==> config.mk <==
export PLATFORM = sky130hd
export DESIGN_NAME = interrupt_request
export DESIGN_NICKNAME = d
export VERILOG_FILES = /design/src/rtl/interrupt_request.sv
export SDC_FILE = /design/constraint.sdc
export NUM_CORES = 1
export LEC_CHECK = 0
export CORE_MARGIN = 3
export CORE_UTILIZATION = 38
export DETAILED_ROUTE_END_ITERATION = 10
export HOLD_SLACK_MARGIN = 0.08
export PLACE_DENSITY = 0.85
export SLEW_MARGIN = 20
export SYNTH_ARGS = -nofsm -noshare
export SYNTH_HDL_FRONTEND = slang
export SYNTH_SLANG_ARGS = --single-unit
==> constraint.sdc <==
create_clock -name clk -period 0.95 [get_ports clk]
set_input_delay 0.095 -clock clk [delete_from_list [all_inputs] [get_ports clk]]
set_output_delay 0.095 -clock clk [all_outputs]
set_load 0.01 [all_outputs]
==> src/rtl/interrupt_request.sv <==
`default_nettype none
// ============================================================================
//  Module   : interrupt_request
//  Purpose  : Interrupt Request Register (IRR) of an 8259A-compatible PIC.
//             Samples IR7..IR0 every clock and records pending requests in
//             either level-sensitive or edge-triggered mode (ICW1 LTIM).
//  Revision : 1.0 - initial release
// ============================================================================
module interrupt_request (
  input  logic       clk,
  input  logic       reset,
  input  logic       Level_OR_Edge_trigger,
  input  logic [7:0] Int_Req_Pins,
  input  logic [7:0] Clear_Int_Req,
  output logic [7:0] Int_Req_Reg,
  output logic       Int_Req_Any
);

  // Reset value of the previous-pin register. All ones, so a pin that is
  // already high when reset releases does not look like a fresh edge.
  localparam logic [7:0] C_PREV_RESET = 8'hFF;

  logic [7:0] prev_pins_q;
  logic [7:0] prev_pins_d;
  logic [7:0] irr_q;
  logic [7:0] irr_d;
  logic [7:0] w_rise;

  // Low-to-high transition seen between the last sample and this one.
  assign w_rise = Int_Req_Pins & ~prev_pins_q;

  // Next-state logic: level mode follows the pins (acknowledge clears cannot
  // stick while a pin is high); edge mode sets on a rising edge, holds while
  // the pin stays high, and the acknowledge clear wins over set and hold.
  always_comb begin
    prev_pins_d = Int_Req_Pins;
    irr_d       = irr_q;
    if (Level_OR_Edge_trigger) begin
      irr_d = Int_Req_Pins;
    end else begin
      irr_d = (w_rise | (irr_q & Int_Req_Pins)) & ~Clear_Int_Req;
    end
  end

  // State registers with synchronous active-high reset.
  always_ff @(posedge clk) begin
    if (reset) begin
      irr_q       <= 8'h00;
      prev_pins_q <= C_PREV_RESET;
    end else begin
      irr_q       <= irr_d;
      prev_pins_q <= prev_pins_d;
    end
  end

  assign Int_Req_Reg = irr_q;
  assign Int_Req_Any = |irr_q;

endmodule
`default_nettype wire

==> impl_metrics.yaml, run 1 <==
status:
  status: "finished with violations"
  violations: "negative setup slack"
synth:
  syn_avg_cell_area_um2: 11.21
  yosys_warnings: 0
  yosysSeqAreaShare_pct: 52.89
  synth_cells: 54
  syn_area_um2: 605.6
  syn_nets: 73
  ys_types: 13
  yosysTopAreaCell: "dfxtp_1"
  yosysTopAreaCellShare_pct: 52.89
  synth_seq_cells: 16
  synth_area_leaders: "dfxtp_1, a2111oi_2, nor3b_1"
grt:
  grt_overflow: 0
  grt_usage_pct: 18.20
  grt_max_degree: 17
  first_global_vias: 575
  grt_antenna_before_repair: 0
  grt_pass1_wl_um: 2684
sta:
  finClkSkew_ns: 0.004359
  max_freq_mhz: 827.7
  rsz0062_at_grt: "yes"
  finalHoldViolations: 0
  slew_headroom_pct: 82.32
  post-route-period-util_pct: 127.2
  setup_tns_ns: -0.3384
  drv_slew: 0
  setup_viol: 7
  tightest_slew_ns: 0.2647
  worst_slack_ns: -0.2581
  holdWs_ns: 0.3574
  min_period_ns: 1.208
power:
  leakage_nw: 0.4512
  p_per_area_nw_per_um2: 1256
  ir_drop_uv: 1220
  power_mw: 1.405
cells_and_area:
  final_cell_count_no_fill: 107
  final_cell_area_um2: 1119
  drive_above_1_share_pct: 56.52
  antenna_cells: 0
  syn_to_final_growth_pct: 84.71
  final_core_util_pct: 79.96
  nNetsFinal: 113
drt:
  wl_um: 1751
  ant_nets: 0
  met3WireLength_um: 94
  dr.pass1.iters: 4
  wl_met1_um: 684
  wl_per_cell_um: 16.36
  top_layer: "met4"
  wl_met2_um: 948
  num_vias: 543
  drc: 0
  first_iter_violations: 6
  vias_per_cell: 5.075
setup_path:
  startpoint: "Int_Req_Reg[2]"
  worstRegToRegCells: 3
  worst-path-buf-inv: 1
  endpoint: "Int_Req_Any"
  crit_cells: 3
  cp_max_fo: 2
  cp_top_family: "simple AND/OR/NAND/NOR gates"
  crit_chain: "nor4_4 -> nand2_1 -> buf_2"
  reg2reg_slack_ns: 0.04
  cp-end-kind: "output port"
  max_stage_delay_ns: 0.35
  worstSetupStartpointType: "register"
  slowest_stage: "dfxtp_2"
  cp.required_ns: 0.85
  critPathKind: "reg -> out"
  rr_endpoint: "Int_Req_Reg[2]"
  arrival_ns: 1.11
  regToRegStartpoint: "Int_Req_Reg[2]"
clock_network:
  post-cts-setup-buffers: 0
  cts_tree: "built"
  clkTransAtPathRegs_ns: 0.09
  cts-root-buf: "clkbuf_4"
  cts_max_level: 1
  cts_sinks: 16
  clock_latency_ns: 0.28
  cts_made_buffers: 3
  cts_buffer_depth: 2
floorplanning:
  die_h_um: 45.92
  rows: 13
  dieWidth_um: 45.92
  dieArea_um2: 2109
  initial_utilization_pct: 43.29
  ioPinCount: 28
  core_um2: 1399
placement:
  placed_cell_area_um2: 959.7
  port_buffers: 27
  pre_cts_ws_ns: -0.3588
  globalplace.congestion: 0.6897
  dp.cells: 104
  hpwl_um: 1121
run:
  timing.max_cap.violations: 0
hold_path:
  hp-class: "in -> reg"
[placed cells by master, fill, tap and decap left out, drive strengths merged]
cell and count:
buf 19, clkdlybuf4s50 17, dfxtp 16, or2 8, inv 8, a2111oi 7, nor3b 7, clkbuf 3
nor4 2, nand2 1, nor2 1, nand2b 1, a221oi 1, dlygate4sd2 1
[kinds of logic after synthesis]
kind of cell / count (synthesis) / share of synthesized area, %
buffers and inverters: 10 / 9.505
AOI/OAI and AO/OA: 8 / 16.32
and+or+nand+nor: 20 / 21.28
DFF: 16 / 52.89
[registers in the layout, indices dropped and copies added, names as in the netlist]
name and flops:
Int_Req_Reg 8, prev_pins_q 8
[synth_stat cells]
| cell | count |
|---|---|
| a2111oi_1 | 3 |
| buf_6 | 2 |
| or2_2 | 8 |
| nand2b_1 | 1 |
| nor4_1 | 2 |
| inv_1 | 7 |
| nor3b_1 | 7 |
| dfxtp_1 | 16 |
| a2111oi_2 | 4 |
| a221oi_1 | 1 |
| inv_6 | 1 |
| nor2_1 | 1 |
| nand2_1 | 1 |
[worst min-delay path by stage]
stage	to	from	depth (start not counted)
2_1_floorplan	Int_Req_Reg[0]	reset	1
3_5_place_dp	Int_Req_Reg[7]	prev_pins_q[7]	1
6_report	Int_Req_Reg[6]	Int_Req_Pins[6]	3
3_3_place_gp	Int_Req_Reg[7]	prev_pins_q[7]	1
4_1_cts	Int_Req_Reg[5]	Int_Req_Pins[5]	3
5_1_grt	Int_Req_Reg[6]	Int_Req_Pins[6]	3
[what timing repair did]
action | CTS | global route
gates resized for setup | 64 | 12
gates cloned | 0 | 0
pin swaps | 1 | 3
setup endpoints to repair | 13 | 12
hold buffers | 0 | 0
[final cells by class]
class                      count  area [um2]
sequential                    16       340.3
inverter                       8       35.03
timing repair buffer          37       384.1
fill                          76       280.3
clock buffer                   3       22.52
multi-input combinational     28       317.8
tap                           15       18.77
[power breakdown]
part	internal (mW)	leakage (nW)	switching, mW
Clock	0.147	0.0138	0.200
Sequential	0.703	0.137	0.0257
Combinational	0.205	0.301	0.125
Total	1.05	0.451	0.351
[worst min-delay path, delay by kind of cell]
family                 cells  cell delay [ns]
buffers and inverters      2             0.48
AO/OA/AOI/OAI              1             0.04
[routing by layer]
layer / vias to the layer above / global-route usage, %
met4: 0 / 6.818
met2: 20 / 34.89
met3: 2 / 3.557
li1: 267 / -
met5: - / 0
met1: 254 / 18.85
(Power assumes the default switching activity.)
==> run 2: changes to the inputs <==
--- a/config.mk
+++ b/config.mk
@@ -8,9 +8,12 @@
 export CORE_MARGIN = 3
 export CORE_UTILIZATION = 38
 export DETAILED_ROUTE_END_ITERATION = 10
+export GPL_TIMING_DRIVEN = 0
 export HOLD_SLACK_MARGIN = 0.08
+export MAX_ROUTING_LAYER = met4
 export PLACE_DENSITY = 0.85
 export SLEW_MARGIN = 20
 export SYNTH_ARGS = -nofsm -noshare
 export SYNTH_HDL_FRONTEND = slang
 export SYNTH_SLANG_ARGS = --single-unit
+export TNS_END_PERCENT = 5
==> run 2 against run 1 <==
Compared with the run above:
- the flow still finishes with violations (negative setup slack)
- worst hold slack got worse by 0.24 ns
- clock-buffer cell count rose by 1
- fmax fell by 1.2%
- via count fell by 4.8%
- cell area fell by 17%
- sequential share of layout area rose by 5.4 points
- largest power group unchanged
==> impl_metrics.yaml, run 2 (synthesis results as in run 1) <==
hold_path:
  holdPathStages: 3
  min-delay-start: "Level_OR_Edge_trigger"
  min_to: "Int_Req_Reg[5]"
  hp-class: "in -> reg"
setup_path:
  cp.required_ns: 0.85
  reg2reg_slack_ns: 0.04
  worstSetupStartpointType: "register"
  startpoint: "Int_Req_Reg[2]"
  worst-path-buf-inv: 1
  crit_chain: "nor4_2 -> nand2_1 -> buf_2"
  critPathKind: "reg -> out"
  worstRegToRegCells: 2
  cp_top_family: "simple AND/OR/NAND/NOR gates"
  slowest_stage: "dfxtp_2"
  cp-end-kind: "output port"
  arrival_ns: 1.13
  rr_endpoint: "Int_Req_Reg[3]"
  cp_max_fo: 2
  max_stage_delay_ns: 0.34
  regToRegStartpoint: "prev_pins_q[3]"
sta:
  setup_viol: 2
  min_period_ns: 1.223
  drv_slew: 0
  rsz0062_at_grt: "yes"
  setup_tns_ns: -0.3273
  holdWs_ns: 0.1134
  finClkSkew_ns: 0.007604
  worst_slack_ns: -0.2731
  post-route-period-util_pct: 128.7
  finalHoldViolations: 0
  tightest_slew_ns: 0.3592
  slew_headroom_pct: 75.99
  max_freq_mhz: 817.6
floorplanning:
  die_h_um: 45.92
  core_um2: 1399
  rows: 13
  dieWidth_um: 45.92
  ioPinCount: 28
  dieArea_um2: 2109
  initial_utilization_pct: 43.29
status:
  violations: "negative setup slack"
  status: "finished with violations"
cells_and_area:
  drive_above_1_share_pct: 47.67
  layout.cells.most_common: "clkdlybuf4s50_1"
  layout_common_cells: "clkdlybuf4s50_1, or2_2, buf_2, dfxtp_1"
  final_core_util_pct: 66.37
  fillers: 107
  antenna_cells: 0
  syn_to_final_growth_pct: 53.31
  nNetsFinal: 106
grt:
  grt_pass1_wl_um: 2490
  grt_usage_pct: 17.49
  grt_antenna_before_repair: 0
  grt_overflow: 0
  first_global_vias: 544
  grt_max_degree: 11
drt:
  vias_per_cell: 5.119
  dr.pass1.iters: 4
  ant_nets: 0
  drc: 0
  wl_um: 1508
  wl_per_cell_um: 14.93
  num_vias: 517
  first_iter_violations: 7
clock_network:
  cts_tree: "built"
  clkTransAtPathRegs_ns: 0.10
  cts_max_level: 1
  cts_sinks: 16
  clock_latency_ns: 0.29
  cts_made_buffers: 3
  cts-root-buf: "clkbuf_4"
  cts_buffer_depth: 2
placement:
  hpwl_um: 1040
  globalplace.congestion: 0.6827
  port_buffers: 26
power:
  leakage_nw: 0.3916
  power_mw: 1.419
  p_per_area_nw_per_um2: 1529
  ir_drop_uv: 994.0
run:
  timing.max_cap.violations: 0
run 2: final cells by class:
class	instances	area [um2]	share of cell area [%]
Buffer	2	22.52	2.426
Multi-Input combinational cell	28	254.0	27.36
Inverter	8	35.03	3.774
Timing Repair Buffer	28	229.0	24.66
Sequential cell	16	332.8	35.85
Clock buffer	4	36.28	3.908
Tap cell	15	18.77	2.022
run 2: per-layer routing:
| metal | track usage [%] | part of all wire [%] | vias to the layer above |
|---|---|---|---|
| li1 | - | - | 255 |
| met1 | 18.85 | 39 | 240 |
| met2 | 29.40 | 51 | 18 |
| met3 | 1.976 | 7.1 | 4 |
| met4 | 11.93 | 2.9 | 0 |
| met5 | - | 0 | - |
run 2: what timing repair did:
item	CTS	global route
hold buffers	0	0
gates resized for setup	44	5
endpoints found under the setup margin	21	5
pin swaps	2	3
hold endpoints to repair	0	0
setup buffers	2	0
run 2: tightest hold or removal path, stage by stage:
cell and delay (ns):
buf_6 0.12, inv_6 0.09, a2111oi_2 0.06
run 2: power by group:
| part | leakage (nW) | internal (mW) | total, mW | switching [mW] |
|---|---|---|---|---|
| Combinational | 0.235 | 0.142 | 0.234 | 0.0919 |
| Clock | 0.0210 | 0.234 | 0.454 | 0.221 |
| Sequential | 0.136 | 0.708 | 0.731 | 0.0231 |
| Total | 0.392 | 1.08 | 1.42 | 0.336 |
run 2: through the flow:
stage	cell area, um2	setup slack [ns]	cells
6_report	928.4	-0.2731	101
5_1_grt	928.4	-0.3167	101
4_1_cts	915.9	-0.2860	101
3_5_place_dp	884.6	-0.3957	95
3_3_place_gp	884.6	-0.3654	95
2_1_floorplan	605.6	0.1339	54
run 2: worst max path at each step:
stage	end	slack, ns	cells past startpoint
2_1_floorplan	Int_Req_Reg[3]	0.13	2
3_3_place_gp	Int_Req_Any	-0.37	3
3_5_place_dp	Int_Req_Reg[4]	-0.40	3
4_1_cts	Int_Req_Any	-0.29	3
5_1_grt	Int_Req_Any	-0.32	3
6_report	Int_Req_Any	-0.27	3
==> run 3: changes to the inputs <==
--- a/config.mk
+++ b/config.mk
@@ -7,11 +7,13 @@
 export LEC_CHECK = 0
 export CORE_MARGIN = 3
 export CORE_UTILIZATION = 38
+export CTS_CLUSTER_SIZE = 8
 export DETAILED_ROUTE_END_ITERATION = 10
 export GPL_TIMING_DRIVEN = 0
 export HOLD_SLACK_MARGIN = 0.08
 export MAX_ROUTING_LAYER = met4
 export PLACE_DENSITY = 0.85
+export SETUP_SLACK_MARGIN = 0.5
 export SLEW_MARGIN = 20
 export SYNTH_ARGS = -nofsm -noshare
 export SYNTH_HDL_FRONTEND = slang
==> run 3 against run 2 <==
Compared with the run above:
- the flow still finishes with violations (negative setup slack)
- clock-buffer cell count unchanged
- critical path depth is the same
- register-to-register slack improved by 0.03 ns
- setup slack better by 0.021 ns
- clock power down 4%
- utilization is 7.9 points higher
- worst hold slack lost 0.095 ns
==> impl_metrics.yaml, run 3 (synthesis results as in run 1) <==
placement:
  pre_cts_ws_ns: -0.3865
  port_buffers: 26
  globalplace.congestion: 0.7685
  placed_cell_area_um2: 890.9
  dp.cells: 95
setup_path:
  cp_max_fo: 2
  worstSetupStartpointType: "register"
  regToRegStartpoint: "Int_Req_Reg[4]"
  cp-end-kind: "output port"
  cp.required_ns: 0.85
  critPathKind: "reg -> out"
  startpoint: "Int_Req_Reg[4]"
  worstRegToRegCells: 3
  arrival_ns: 1.11
floorplanning:
  core_um2: 1399
  initial_utilization_pct: 43.29
  dieWidth_um: 45.92
  dieArea_um2: 2109
  die_h_um: 45.92
  ioPinCount: 28
  rows: 13
run:
  timing.max_cap.violations: 0
cells_and_area:
  drive_above_1_share_pct: 57.47
  layout.cells.most_common: "buf_6"
  nNetsFinal: 107
  syn_to_final_growth_pct: 71.49
  final_core_util_pct: 74.24
  fillers: 91
  layout_common_cells: "buf_6, clkdlybuf4s50_1, dlygate4sd2_1"
  antenna_cells: 0
  final_cell_count_no_fill: 102
  final_cell_area_um2: 1039
power:
  p_per_area_nw_per_um2: 1388
  ir_drop_uv: 749.8
  leakage_nw: 0.4313
drt:
  num_vias: 519
  drc: 0
  wl_um: 1469
  vias_per_cell: 5.088
  wl_per_cell_um: 14.40
  ant_nets: 0
  first_iter_violations: 10
  dr.pass1.iters: 4
sta:
  rsz0062_at_grt: "yes"
  drv_slew: 0
  slew_headroom_pct: 80.64
  max_freq_mhz: 832.0
  setup_viol: 3
  holdWs_ns: 0.01866
  finClkSkew_ns: 0.002412
  tightest_slew_ns: 0.2899
  finalHoldViolations: 0
  post-route-period-util_pct: 126.5
  min_period_ns: 1.202
  worst_slack_ns: -0.2519
status:
  violations: "negative setup slack"
  status: "finished with violations"
hold_path:
  holdPathStages: 2
  min-delay-start: "reset"
  hp-class: "in -> reg"
clock_network:
  clock_latency_ns: 0.28
  cts_sinks: 16
  cts_tree: "built"
  cts-root-buf: "clkbuf_4"
  cts_made_buffers: 3
  clkTransAtPathRegs_ns: 0.09
  cts_buffer_depth: 2
  cts_max_level: 1
grt:
  grt_pass1_wl_um: 2042
  first_global_vias: 469
  grt_overflow: 0
  grt_usage_pct: 14.34
  grt_max_degree: 11
  grt_antenna_before_repair: 0
==> run 3: cell types whose count changed in the layout (fill, tap and decap cells not counted), moves of 7 or more <==
cell             before  now
buf_6                 2   12
buf_2                 8    1
dlygate4sd2_1         1    8
clkdlybuf4s50_1      16    8
==> run 3: area by class of cell <==
type | count | area, um2 | share of cell area (%)
multi-input cells | 28 | 300.3 | 28.92
clock buffers | 4 | 36.28 | 3.494
well taps | 15 | 18.77 | 1.807
repair buffers | 29 | 282.8 | 27.23
plain buffers | 2 | 22.52 | 2.169
inverters | 8 | 35.03 | 3.373
flip-flops and latches | 16 | 342.8 | 33.01
==> run 3: what timing repair did <==
action,CTS,global route
endpoints found under the setup margin,25,18
pin swaps,10,7
endpoints found under the hold margin,5,5
resized for setup,67,15
setup buffers,1,2
==> run 3: path summary, 6_finish.rpt <==
path                    endpoint  slack (ns)
hold reg to reg   Int_Req_Reg[7]        0.46
hold / removal    Int_Req_Reg[0]        0.02
setup reg to reg  Int_Req_Reg[4]        0.07
setup / recovery     Int_Req_Any       -0.25
==> run 3: layer usage <==
layer	vias to the layer above	global-route usage, %	routed length (um)
li1	258	-	-
met4	0	6.818	19
met3	4	5.534	148
met5	-	-	0
met2	25	22.53	740
met1	232	15.71	562
==> run 3: power breakdown <==
group	internal, mW	switching (mW)
logic	0.170	0.104
clock network	0.233	0.202
registers	0.704	0.0291
total	1.11	0.335
==> run 3: worst max-delay path, cell delays in order, from the launching register on <==
cell	delay (ns)
dfxtp_4	0.37
nor4_4	0.23
nand2_1	0.08
buf_2	0.14
==> run 3: metrics by stage <==
stage          power (mW)  setup TNS [ns]
2_1_floorplan      0.8385               0
3_3_place_gp       0.9772          -5.173
3_5_place_dp       0.9812          -5.398
4_1_cts             1.424         -0.2797
5_1_grt             1.509         -0.4470
6_report            1.442         -0.2928
